==> config.mk <==
export PLATFORM = sky130hd
export DESIGN_NAME = spi_reg_slave
export DESIGN_NICKNAME = d
export VERILOG_FILES = /design/src/rtl/spi_reg_slave.sv
export SDC_FILE = /design/constraint.sdc
export NUM_CORES = 1
export LEC_CHECK = 0
export ABC_AREA = 1
export BUFFER_PORTS_ARGS = -buffer_cell sky130_fd_sc_hd__buf_4
export CORE_ASPECT_RATIO = 1.5
export CORE_MARGIN = 5
export CORE_UTILIZATION = 56
export CTS_CLUSTER_DIAMETER = 50
export DETAILED_ROUTE_END_ITERATION = 8
export GPL_TIMING_DRIVEN = 0
export PLACE_DENSITY = 0.92
export SLEW_MARGIN = 0
export SYNTH_ARGS = -nofsm -noshare
export SYNTH_HDL_FRONTEND = slang
export SYNTH_SLANG_ARGS = --single-unit
==> constraint.sdc <==
create_clock -name osc_clk -period 1.9 [get_ports osc_clk]
set_input_delay 0.095 -clock osc_clk [delete_from_list [all_inputs] [get_ports osc_clk]]
set_output_delay 0.095 -clock osc_clk [all_outputs]
set_load 0.02 [all_outputs]
==> src/rtl/spi_reg_slave.sv <==
`timescale 1ns/1ps
// SPI mode-0 slave on osc_clk: each 32-bit frame shifts out the latest held sample
// and shifts in one command that may write one of NREGS 16-bit control registers.
module spi_reg_slave #(
    parameter int NREGS      = 8,
    parameter int FRAME_BITS = 32
) (
    input  logic                  osc_clk,
    input  logic                  rst_n,
    input  logic [FRAME_BITS-1:0] sample_in,
    input  logic                  sample_valid,
    input  logic                  SCK,
    input  logic                  SSEL,
    input  logic                  MOSI,
    output logic                  MISO,
    output logic                  data_ready,
    output logic [16*NREGS-1:0]   Registers,
    output logic                  reg_wr_stb,
    output logic [7:0]            overrun_cnt
);

    localparam int AW = $clog2(NREGS);
    localparam int CW = $clog2(FRAME_BITS + 1);
    localparam logic [CW-1:0] LAST_BIT = CW'(FRAME_BITS - 1);

    typedef enum logic [1:0] {IDLE, SHIFT, DONE} state_t;

    state_t                state;
    logic [2:0]            sck_q;
    logic [2:0]            ssel_q;
    logic [1:0]            mosi_q;
    logic [FRAME_BITS-1:0] hold_reg;
    logic [FRAME_BITS-1:0] tx_sr;
    logic [FRAME_BITS-1:0] rx_sr;
    logic [CW-1:0]         bit_cnt;
    logic                  pending;

    logic sck_rise, sck_fall, ssel_fall, ssel_rise, mosi_s, load_cycle;

    // Synchronisers reset to the bus-idle levels so release creates no edge.
    always_ff @(posedge osc_clk or negedge rst_n) begin
        if (!rst_n) begin
            sck_q  <= '0;
            ssel_q <= '1;
            mosi_q <= '0;
        end else begin
            sck_q  <= {sck_q[1:0], SCK};
            ssel_q <= {ssel_q[1:0], SSEL};
            mosi_q <= {mosi_q[0], MOSI};
        end
    end

    assign sck_rise   =  sck_q[1]  & ~sck_q[2];
    assign sck_fall   = ~sck_q[1]  &  sck_q[2];
    assign ssel_fall  = ~ssel_q[1] &  ssel_q[2];
    assign ssel_rise  =  ssel_q[1] & ~ssel_q[2];
    assign mosi_s     =  mosi_q[1];
    assign load_cycle = (state == IDLE) && ssel_fall;

    always_ff @(posedge osc_clk or negedge rst_n) begin
        if (!rst_n) begin
            state       <= IDLE;
            hold_reg    <= '0;
            tx_sr       <= '0;
            rx_sr       <= '0;
            bit_cnt     <= '0;
            pending     <= 1'b0;
            Registers   <= '0;
            reg_wr_stb  <= 1'b0;
            overrun_cnt <= '0;
        end else begin
            reg_wr_stb <= 1'b0;

            if (sample_valid)
                hold_reg <= sample_in;
            if (load_cycle)
                pending <= 1'b0;
            else if (sample_valid)
                pending <= 1'b1;
            if (sample_valid && pending && !load_cycle && (overrun_cnt != 8'hFF))
                overrun_cnt <= overrun_cnt + 8'd1;

            if (ssel_rise) begin
                // Only a frame that reached DONE may commit; short frames are dropped.
                if ((state == DONE) && rx_sr[FRAME_BITS-1]) begin
                    for (int unsigned n = 0; n < NREGS; n++) begin
                        if (rx_sr[FRAME_BITS-2 -: AW] == AW'(n))
                            Registers[16*n +: 16] <= rx_sr[15:0];
                    end
                    reg_wr_stb <= 1'b1;
                end
                state <= IDLE;
            end else begin
                case (state)
                    IDLE: begin
                        if (ssel_fall) begin
                            tx_sr   <= sample_valid ? sample_in : hold_reg;
                            bit_cnt <= '0;
                            state   <= SHIFT;
                        end
                    end
                    SHIFT: begin
                        if (sck_rise) begin
                            rx_sr   <= {rx_sr[FRAME_BITS-2:0], mosi_s};
                            bit_cnt <= bit_cnt + CW'(1);
                            if (bit_cnt == LAST_BIT)
                                state <= DONE;
                        end
                        if (sck_fall)
                            tx_sr <= {tx_sr[FRAME_BITS-2:0], 1'b0};
                    end
                    default: ;
                endcase
            end
        end
    end

    assign MISO       = (state == SHIFT) & tx_sr[FRAME_BITS-1];
    assign data_ready = pending;

endmodule

==> run_results.csv <==
group,metric,value,unit
clock_network,numCtsBuffers,24,
floorplanning,die_w,120,um
power_and_ir_drop,seqPwrFrac,44.2,%
global_routing,grt_usage,28.6,%
clock_network,cts.clk_slew.worst_paths,70,ps
global_routing,grt_pass1_wl,47.5,mm
global_routing,grt_remaining_overflow,0,
power_and_ir_drop,peakVddDrop,0.692,mV
global_routing,antenna_found_initial,0,
synth,synth_top_flop_cell,"dfrtp_1",
sta,period_minus_slack,1870,ps
synth,synth_edf_count,0,
synth,ys_types,29,
global_routing,use_met2,49.3,%
floorplanning,core_region_area,17900,um2
synth,synthArstFlopShare,100,%
worst_setup_path,worst-path-max-fanout,10,
power_and_ir_drop,internal-power,9.62,mW
power_and_ir_drop,p_leak,6.62,nW
clock_network,cts_max_path_buffers,3,
placement,place.gp.congestion,0.884,
synth,ys_ff_latch,250,
placement,portBuffers,175,
synth,avgSynthCellArea,9.53,um2
clock_network,htree_levels,1,
placement,placed_cells,1452,
synth,synthTopCellsByCount,"nand2_1 (406), dfrtp_1 (247), o21ai_1 (114), o21ai_0 (73), inv_1 (69)",
worst_setup_path,path_class,"reg2reg",
clock_network,cts.sinks,250,
synth,yosysMostFrequentCell,"nand2_1",
routing,avgRoutedWirePerCell,19.7,um
sta,setup_viol,0,
power_and_ir_drop,power.density,1060,nW/um2
final_layout,seqCellArea,6260,um2
synth,synth.top_cell.area_share,61.3,%
routing,first_pass_iters,5,
routing,drcViolationCount,0,
final_layout,final_nets,1344,
power_and_ir_drop,clkPwrFrac,36.4,%
sta,slew_violations,0,
routing,ant_nets,0,
global_routing,met1_usage,32.9,%
routing,vias,8707,
final_layout,final_design_area_no_fill,13000,um2
final_layout,n_antenna_cell,0,
power_and_ir_drop,comb_power_share,19.4,%
floorplanning,core.rowCount,60,
synth,syn-num-nets,1100,
worst_setup_path,arrival,2290,ps
global_routing,grt_pass1_vias,8902,
final_layout,largest_reg_flops,128,
synth,synth_largest_area_cell,"dfrtp_1",
global_routing,grt_max_degree,111,
synth,synth_seq_area_share,62.1,%
sta,max_freq,536,MHz
final_layout,multiInputGateArea,3180,um2
clock_network,cts-root-buf,"clkbuf_16",
routing,drt_iter0_drc,943,
global_routing,busiest_layer,"met2",
routing,drt-total-wl,30.2,mm
final_layout,instances_no_fill,1536,
power_and_ir_drop,switching_share,30.4,%
worst_setup_path,worst_ep_required_time,2330,ps
sta,slew_headroom,57.4,%
final_layout,syn2layout_area_growth,29.0,%
floorplanning,fp.dieH,174,um
final_layout,fillers,1065,
final_layout,regMostFlops,"Registers",
global_routing,met3_usage,6.64,%
floorplanning,die_area,20800,um2
flow_run,maxCapViolations,0,
run_status,outcome,"complete, no violations",
final_layout,drive_above_1_share,23.9,%
worst_setup_path,regToRegSetupSlack,30,ps
placement,dp_hpwl,17.9,mm
floorplanning,pin_count,177,
synth,yosys_warnings,0,
synth,synth.area.top_cells,"dfrtp_1 (61%), nand2_1 (15%), o21ai_1 (5.7%), o21ai_0 (3.6%), buf_6 (2.7%)",
sta,hold_viol,0,
synth,syn_inst,1058,
worst_setup_path,start_kind,"flop",
worst_hold_path,worstHoldPathType,"in2async",
worst_setup_path,critPathCaptureType,"flop",
clock_network,clk_latency,530,ps
placement,place_area,11700,um2
sta,worst_pin_slew,639,ps
sta,finClkSkew,20.8,ps
synth,synth.cell_area,10100,um2
floorplanning,initial_core_util,56.4,%
routing,via_per_inst,5.67,
sta,period_share,98.2,%
clock_network,cts_tree,"yes",
power_and_ir_drop,power.switching,4.20,mW
==> final cells by class <==
cell class                      instances  area share [%]
Buffer                                 50            3.15
Clock buffer                           31            4.97
Clock inverter                         12            1.40
Inverter                               71            2.05
Multi-Input combinational cell        688            24.5
Sequential cell                       250            48.1
Tap cell                              217            2.09
Timing Repair Buffer                  217            13.7
==> metrics by stage <==
step / setup TNS, ps / total power [mW] / util [%] / hold WS, ps / worst slack [ps]
after floorplan: 0 / 7.70 / - / -201 / 289
after global routing: -8.37 / 14.4 / 72.8 / 113 / -6.04
after global placement: -277750 / 8.44 / 65.3 / 205 / -1150
after detailed placement: -11.4 / 8.55 / 65.7 / 39.4 / -11.4
final: 0 / 13.8 / 72.8 / 82.9 / 34.7
after CTS: 0 / 13.7 / 72.5 / 93.5 / 0.698
==> metal layers <==
layer	wire length (um)	up-vias
met2	15300	516
li1	-	3841
met4	1750	0
met5	0	-
met1	10600	4220
met3	2590	130
==> cells in the final DEF, fill, tap and decap left out, types with 3 or more instances in the layout <==
cell type and count:
xor2_1 4, buf_2 17, clkbuf_16 24, dfrtp_1 247
o21ai_1 114, o21ai_0 73, buf_6 24, dfstp_2 3
clkinv_2 4, nand2_4 8, nand2_1 406, dlygate4sd3_1 39
inv_1 69, clkbuf_1 8, buf_4 178, ha_1 4
a21oi_1 3, o21ai_2 28, nand4_1 3, nor2_1 23
nand3_1 6, bufinv_16 4
==> power groups by stage <==
stage / Sequential [mW] / Combinational (mW) / Clock [mW]
CTS: 6.09 / 2.52 / 5.05
detailed placement: 6.17 / 2.39 / 0
global placement: 6.15 / 2.29 / 0
finish: 6.11 / 2.68 / 5.03
global route: 6.14 / 2.94 / 5.32
floorplan: 6.19 / 1.52 / 0
==> cells by family after synthesis <==
family | Yosys count | share of synthesized area, %
simple gates | 457 | 18.3
flops | 250 | 62.1
compound gates | 221 | 12.0
buf+inv | 121 | 6.66
xor+xnor | 5 | 0.434
fa+ha+maj | 4 | 0.496
==> final timing paths <==
path	start	cells past startpoint	endpoint
worst max register to register	ssel_q[2]$_DFF_PN1_	8	tx_sr[16]$_DFFE_PN0P_
worst max-delay path	ssel_q[2]$_DFF_PN1_	8	tx_sr[16]$_DFFE_PN0P_
min in group osc_clk	sample_valid	4	hold_reg[6]$_DFF_PN0_
worst min-delay path	rst_n	2	hold_reg[15]$_DFF_PN0_
max in group asynchronous	rst_n	3	Registers[88]$_DFFE_PN0P_
worst min register to register	mosi_q[0]$_DFF_PN0_	0	mosi_q[1]$_DFF_PN0_
==> what timing repair did <==
action | 4_1_cts | 5_1_grt
endpoints found under the hold margin | 233 | 0
hold buffers | 39 | 0
resized for setup | 1 | 8
buffers inserted | 0 | 1
gates cloned | 0 | 1
pin swaps | 0 | 2
setup endpoints to repair | 5 | 96
==> critical path, cell delays in order (launching register included) <==
cell     delay, ps
dfstp_2        530
inv_1           40
ha_1           250
inv_2          170
nand3_4        140
nor2_4         180
buf_2          250
nand2_1         90
o21ai_0        110
Power figures use the tool's default switching activity.
